File: src/rtl/custom_axi_ip_sched.sv
// Round-robin job scheduler sharing one custom_axi_ip increment engine among NUM_REQ requesters.
// Tracks the engine status sequence, returns tagged results, and flags engine ERROR or watchdog timeout.
module custom_axi_ip_sched #(
    parameter  int NUM_REQ     = 4,
    parameter  int TIMEOUT_CYC = 16,
    localparam int ID_W        = $clog2(NUM_REQ)
) (
    input  logic                    clk_i,
    input  logic                    rst_ni,
    input  logic [NUM_REQ-1:0]      req_valid_i,
    input  logic [NUM_REQ*16-1:0]   req_data_i,
    output logic [NUM_REQ-1:0]      req_ready_o,
    output logic                    rsp_valid_o,
    input  logic                    rsp_ready_i,
    output logic [ID_W-1:0]         rsp_id_o,
    output logic [31:0]             rsp_data_o,
    output logic                    rsp_err_o,
    output logic [15:0]             eng_din_o,
    output logic                    eng_enable_o,
    input  logic [31:0]             eng_dout_i,
    input  logic [1:0]              eng_status_i,
    output logic                    busy_o,
    output logic [7:0]              err_cnt_o
);
    localparam int TMO_W = $clog2(TIMEOUT_CYC);

    localparam logic [1:0] ENG_IDLE  = 2'd0;
    localparam logic [1:0] ENG_DONE  = 2'd2;
    localparam logic [1:0] ENG_ERROR = 2'd3;

    typedef enum logic [2:0] {
        S_IDLE,
        S_ISSUE,
        S_WAIT_DONE,
        S_WAIT_RESULT,
        S_RESPOND
    } state_t;

    state_t            state_q, state_d;
    logic [ID_W-1:0]   rr_ptr_q;
    logic [ID_W-1:0]   id_q;
    logic [15:0]       op_q;
    logic [31:0]       data_q;
    logic              err_q;
    logic [TMO_W-1:0]  tmo_q;
    logic [7:0]        err_cnt_q;

    logic [ID_W-1:0]   winner;
    logic              found;
    logic              tmo_hit;
    logic              done_ok;
    logic              done_err;

    function automatic logic [ID_W-1:0] rr_idx(input logic [ID_W-1:0] base, input int off);
        int sum;
        sum = int'(base) + off;
        if (sum >= NUM_REQ) sum = sum - NUM_REQ;
        return ID_W'(sum);
    endfunction

    // Scan from the highest offset down so the requester nearest rr_ptr wins.
    always_comb begin
        winner = '0;
        found  = 1'b0;
        for (int i = NUM_REQ - 1; i >= 0; i--) begin
            if (req_valid_i[rr_idx(rr_ptr_q, i)]) begin
                winner = rr_idx(rr_ptr_q, i);
                found  = 1'b1;
            end
        end
    end

    assign tmo_hit = (tmo_q == TMO_W'(TIMEOUT_CYC - 1));

    always_comb begin
        state_d      = state_q;
        eng_enable_o = 1'b0;
        done_ok      = 1'b0;
        done_err     = 1'b0;
        case (state_q)
            S_IDLE: begin
                if (found) state_d = S_ISSUE;
            end
            S_ISSUE: begin
                eng_enable_o = 1'b1;
                state_d      = S_WAIT_DONE;
            end
            S_WAIT_DONE: begin
                if (eng_status_i == ENG_ERROR || tmo_hit) done_err = 1'b1;
                else if (eng_status_i == ENG_DONE)        state_d  = S_WAIT_RESULT;
            end
            S_WAIT_RESULT: begin
                if (tmo_hit)                        done_err = 1'b1;
                else if (eng_status_i == ENG_IDLE)  done_ok  = 1'b1;
            end
            S_RESPOND: begin
                if (rsp_ready_i) state_d = S_IDLE;
            end
            default: state_d = S_IDLE;
        endcase
        if (done_ok || done_err) state_d = S_RESPOND;
    end

    always_ff @(posedge clk_i or negedge rst_ni) begin
        if (!rst_ni) begin
            state_q   <= S_IDLE;
            rr_ptr_q  <= '0;
            id_q      <= '0;
            op_q      <= '0;
            data_q    <= '0;
            err_q     <= 1'b0;
            tmo_q     <= '0;
            err_cnt_q <= '0;
        end else begin
            state_q <= state_d;
            if (state_q == S_IDLE && found) begin
                op_q     <= req_data_i[16*winner +: 16];
                id_q     <= winner;
                rr_ptr_q <= rr_idx(winner, 1);
            end
            if (state_q == S_ISSUE) begin
                tmo_q <= '0;
            end else if (state_q == S_WAIT_DONE || state_q == S_WAIT_RESULT) begin
                tmo_q <= tmo_q + TMO_W'(1);
            end
            if (done_err) begin
                data_q <= '0;
                err_q  <= 1'b1;
            end else if (done_ok) begin
                data_q <= eng_dout_i;
                err_q  <= 1'b0;
            end
            if (state_q == S_RESPOND && rsp_ready_i && err_q && err_cnt_q != 8'hFF) begin
                err_cnt_q <= err_cnt_q + 8'd1;
            end
        end
    end

    // Grant is forced low during reset so every output reads zero while rst_ni is asserted.
    assign req_ready_o = (rst_ni && state_q == S_IDLE && found) ? (NUM_REQ'(1) << winner) : '0;
    assign rsp_valid_o = (state_q == S_RESPOND);
    assign rsp_id_o    = id_q;
    assign rsp_data_o  = data_q;
    assign rsp_err_o   = err_q;
    assign eng_din_o   = op_q;
    assign busy_o      = (state_q != S_IDLE);
    assign err_cnt_o   = err_cnt_q;

endmodule

File: config.mk
export PLATFORM = sky130hd
export DESIGN_NAME = custom_axi_ip_sched
export DESIGN_NICKNAME = d
export VERILOG_FILES = /design/src/rtl/custom_axi_ip_sched.sv
export SDC_FILE = /design/constraint.sdc
export NUM_CORES = 1
export LEC_CHECK = 0
export CAP_MARGIN = 15
export CORE_MARGIN = 2
export CORE_UTILIZATION = 37
export DETAILED_ROUTE_END_ITERATION = 8
export PLACE_DENSITY = 0.79
export SYNTH_ARGS = -nofsm -noshare
export SYNTH_HDL_FRONTEND = slang
export SYNTH_SLANG_ARGS = --single-unit
File: constraint.sdc
create_clock -name clk_i -period 2.15 [get_ports clk_i]
set_clock_uncertainty 0.15 [all_clocks]
set_input_delay 0.43 -clock clk_i [delete_from_list [all_inputs] [get_ports clk_i]]
set_output_delay 0.43 -clock clk_i [all_outputs]
set_load 0.1 [all_outputs]
==> results_dict.tcl <==
set metrics [dict create \
    grt_usage_pct 20.1 \
    synth_top_cell_area_share_pct 49.3 \
    grt_pass1_vias 3303 \
    clockBufferDepth 2 \
    period_minus_slack_ps 2500 \
    drive_above_1_share_pct 32.7 \
    final.fill_count 761 \
    fmax_mhz 400 \
    port_buffers 170 \
    final_util_pct 62.6 \
    initial_utilization_pct 37.7 \
    cp-end-kind "primary output" \
    firstDrtPassIters 4 \
    max-slew-margin-rel_pct 60.5 \
    dp.final_hpwl_um 7400 \
    htree_levels 3 \
    diodes 0 \
    drt_iter0_markers 139 \
    setup_viol 4 \
    vias_per_cell 5.23 \
    rsz0062_at_grt "yes" \
    die_h_um 101 \
    dr_total_vias 3236 \
    grt_overflow 0 \
    yosysSeqAreaShare_pct 49.3 \
    wire_per_inst_um 16.2 \
    die-area_um2 10100 \
    nets 614 \
    synthCells 310 \
    cp_cell_sequence "dlygate4sd2_1 > nand2_1 > a221o_2 > nand2_4 > inv_4 > ha_1 > and3_4 > buf_12" \
    finalWeightedCongestion 0.806 \
    syn-num-nets 421 \
    synth-async-reset-ratio_pct 100 \
    final_area_um2 5730 \
    cp_data_required_time_ps 1570 \
    worstHoldPathType "in -> async" \
    tightest_slew_ps 593 \
    cts_tree "done" \
    postPlaceCellArea_um2 5430 \
    leakagePower_uw 0.00267 \
    slew_viol_final 0 \
    synth.distinct_cells 48 \
    syn2layout_area_growth_pct 65.8 \
    setup_ws_ps -353 \
    layout_commonest_cell "clkdlybuf4s50_1" \
    yosysTopAreaCell "dfrtp_1" \
    clk_latency_ps 340 \
    outcome "complete, but fails checks" \
    final_antenna_net_count 0 \
    yosys_warnings 0 \
    cts_buffers 9 \
    cp_slowest_cell "a221o_2" \
    crit_arrival_ps 1920 \
    peakVddDrop_v 0.000728 \
    grt_start_max_net_pins 47 \
    min_period_over_period_pct 116 \
    wirelength_um 10000 \
    grt_pass1_wl_um 16100 \
    core_region_area_um2 9150 \
    row_count 35 \
    drc 0 \
    netlist_top_cells_area "dfrtp_1 49%, a22o_1 8.9%, mux2i_1 4.9%" \
    ys_ff_latch 68 \
    hold_viol_final 0 \
    final_cell_mix "99 x clkdlybuf4s50_1, 83 x buf_4, 62 x dfrtp_1, 35 x a22o_1, 33 x nand2_1" \
    syn_area_um2 3450 \
    die_w_um 101 \
    violations "negative setup slack" \
    synth_edf_count 0 \
    clkSlewWorstSetupHoldPaths_ps 80 \
    cp-start-kind "input pin" \
    pin_count 171 \
    cap_violations 0 \
    cts_root_buf "clkbuf_8" \
    max_stage_delay_ps 380 \
    ys.flop_type "dfrtp_1" \
    antenna_found_initial 0 \
    clkSinkCount 68 \
    synth_area_per_cell_um2 11.1 \
    crit_type "in -> out" \
    path_max_fanout 5 \
    power.density_nw_per_um2 1710 \
]
==> final cells by class <==
cell class | count | area, um^2 | area share, %
multi-input cells | 218 | 1690 | 29.5
clock inverters | 6 | 90.1 | 1.57
inverters | 5 | 30.0 | 0.524
clock buffers | 10 | 128 | 2.23
well taps | 111 | 139 | 2.43
flip-flops and latches | 68 | 1710 | 29.8
repair buffers | 201 | 1940 | 33.9
==> stage by stage <==
stage | setup slack (ps) | hold slack [ps] | TNS (ps) | instances | total power, uW
3_5_place_dp | -582 | 101 | -9570 | 597 | 8560
3_3_place_gp | -530 | 99.1 | -8620 | 597 | 8460
2_1_floorplan | -119 | -15.6 | -341 | 310 | 6890
5_1_grt | -417 | 281 | -1640 | 619 | 10200
6_report | -353 | 293 | -1340 | 619 | 9790
4_1_cts | -316 | 280 | -1250 | 618 | 9820
==> kinds of logic (layout without fill, tap and decap cells) <==
group,Yosys count,count (layout),synth area share [%]
XOR/XNOR,7,7,1.78
AO/OA/AOI/OAI,100,100,23.7
AND/OR/NAND/NOR,85,85,12.9
multiplexers,20,20,5.91
adder cells (fa/ha/maj),6,6,2.17
buffers and inverters,24,222,4.24
flip-flops,68,68,49.3
==> cells in the mapped netlist (6+ instances only) <==
| master | number |
|---|---|
| a21o_2 | 9 |
| a22o_1 | 35 |
| o211ai_2 | 11 |
| nand3_1 | 19 |
| dfrtp_1 | 68 |
| buf_2 | 6 |
| o21ai_0 | 20 |
| nor2_1 | 6 |
| a21o_1 | 8 |
| clkbuf_1 | 7 |
| ha_1 | 6 |
| nand2_1 | 34 |
| mux2i_1 | 17 |
| o211ai_1 | 6 |
==> registers in the layout, indices dropped and copies added, names as in the netlist <==
name,flops
state_q,3
rr_ptr_q,2
rsp_data_o,32
rsp_err_o,1
rsp_id_o,2
err_cnt_o,8
eng_din_o,16
tmo_q,4
==> power breakdown <==
part | total, uW | internal (uW) | switching (uW)
combinational | 6490 | 1880 | 4610
sequential | 2130 | 1790 | 341
clock | 1170 | 656 | 515
==> path summary, 6_finish.rpt <==
check / start / endpoint / slack (ps) / depth (start not counted)
worst max register to register: rr_ptr_q[1] / eng_din_o[14] / 120 / 7
worst max-delay path: req_valid_i[0] / req_ready_o[3] / -350 / 8
worst min-delay path: rst_ni / eng_din_o[11] / 290 / 2
min in group clk_i: rsp_id_o[1] / rsp_id_o[1] / 340 / 2
worst min register to register: rsp_id_o[1] / rsp_id_o[1] / 340 / 2
max in group asynchronous: rst_ni / err_cnt_o[1] / 740 / 3
==> routing by layer <==
metal / global-route usage (%) / vias to the layer above / routed length [um]
met5: 0 / - / 0
met4: 7.69 / 0 / 218
met3: 3.88 / 18 / 505
met2: 34.3 / 124 / 5090
met1: 25.1 / 1565 / 4190
li1: - / 1529 / -
==> critical path: cells and delay by family <==
family | cells | cell delay (ps)
simple gates | 3 | 390
compound gates | 1 | 380
fa+ha+maj | 1 | 170
buf+inv | 3 | 540
==> what timing repair did <==
action                     CTS  global route
hold buffers                 1             0
setup endpoints to repair   20            17
pin swaps                    3             1
hold endpoints to repair    22             0
gates resized for setup     12             3
buffers inserted             4             2
No activity file was read; power rests on OpenSTA's default activity.
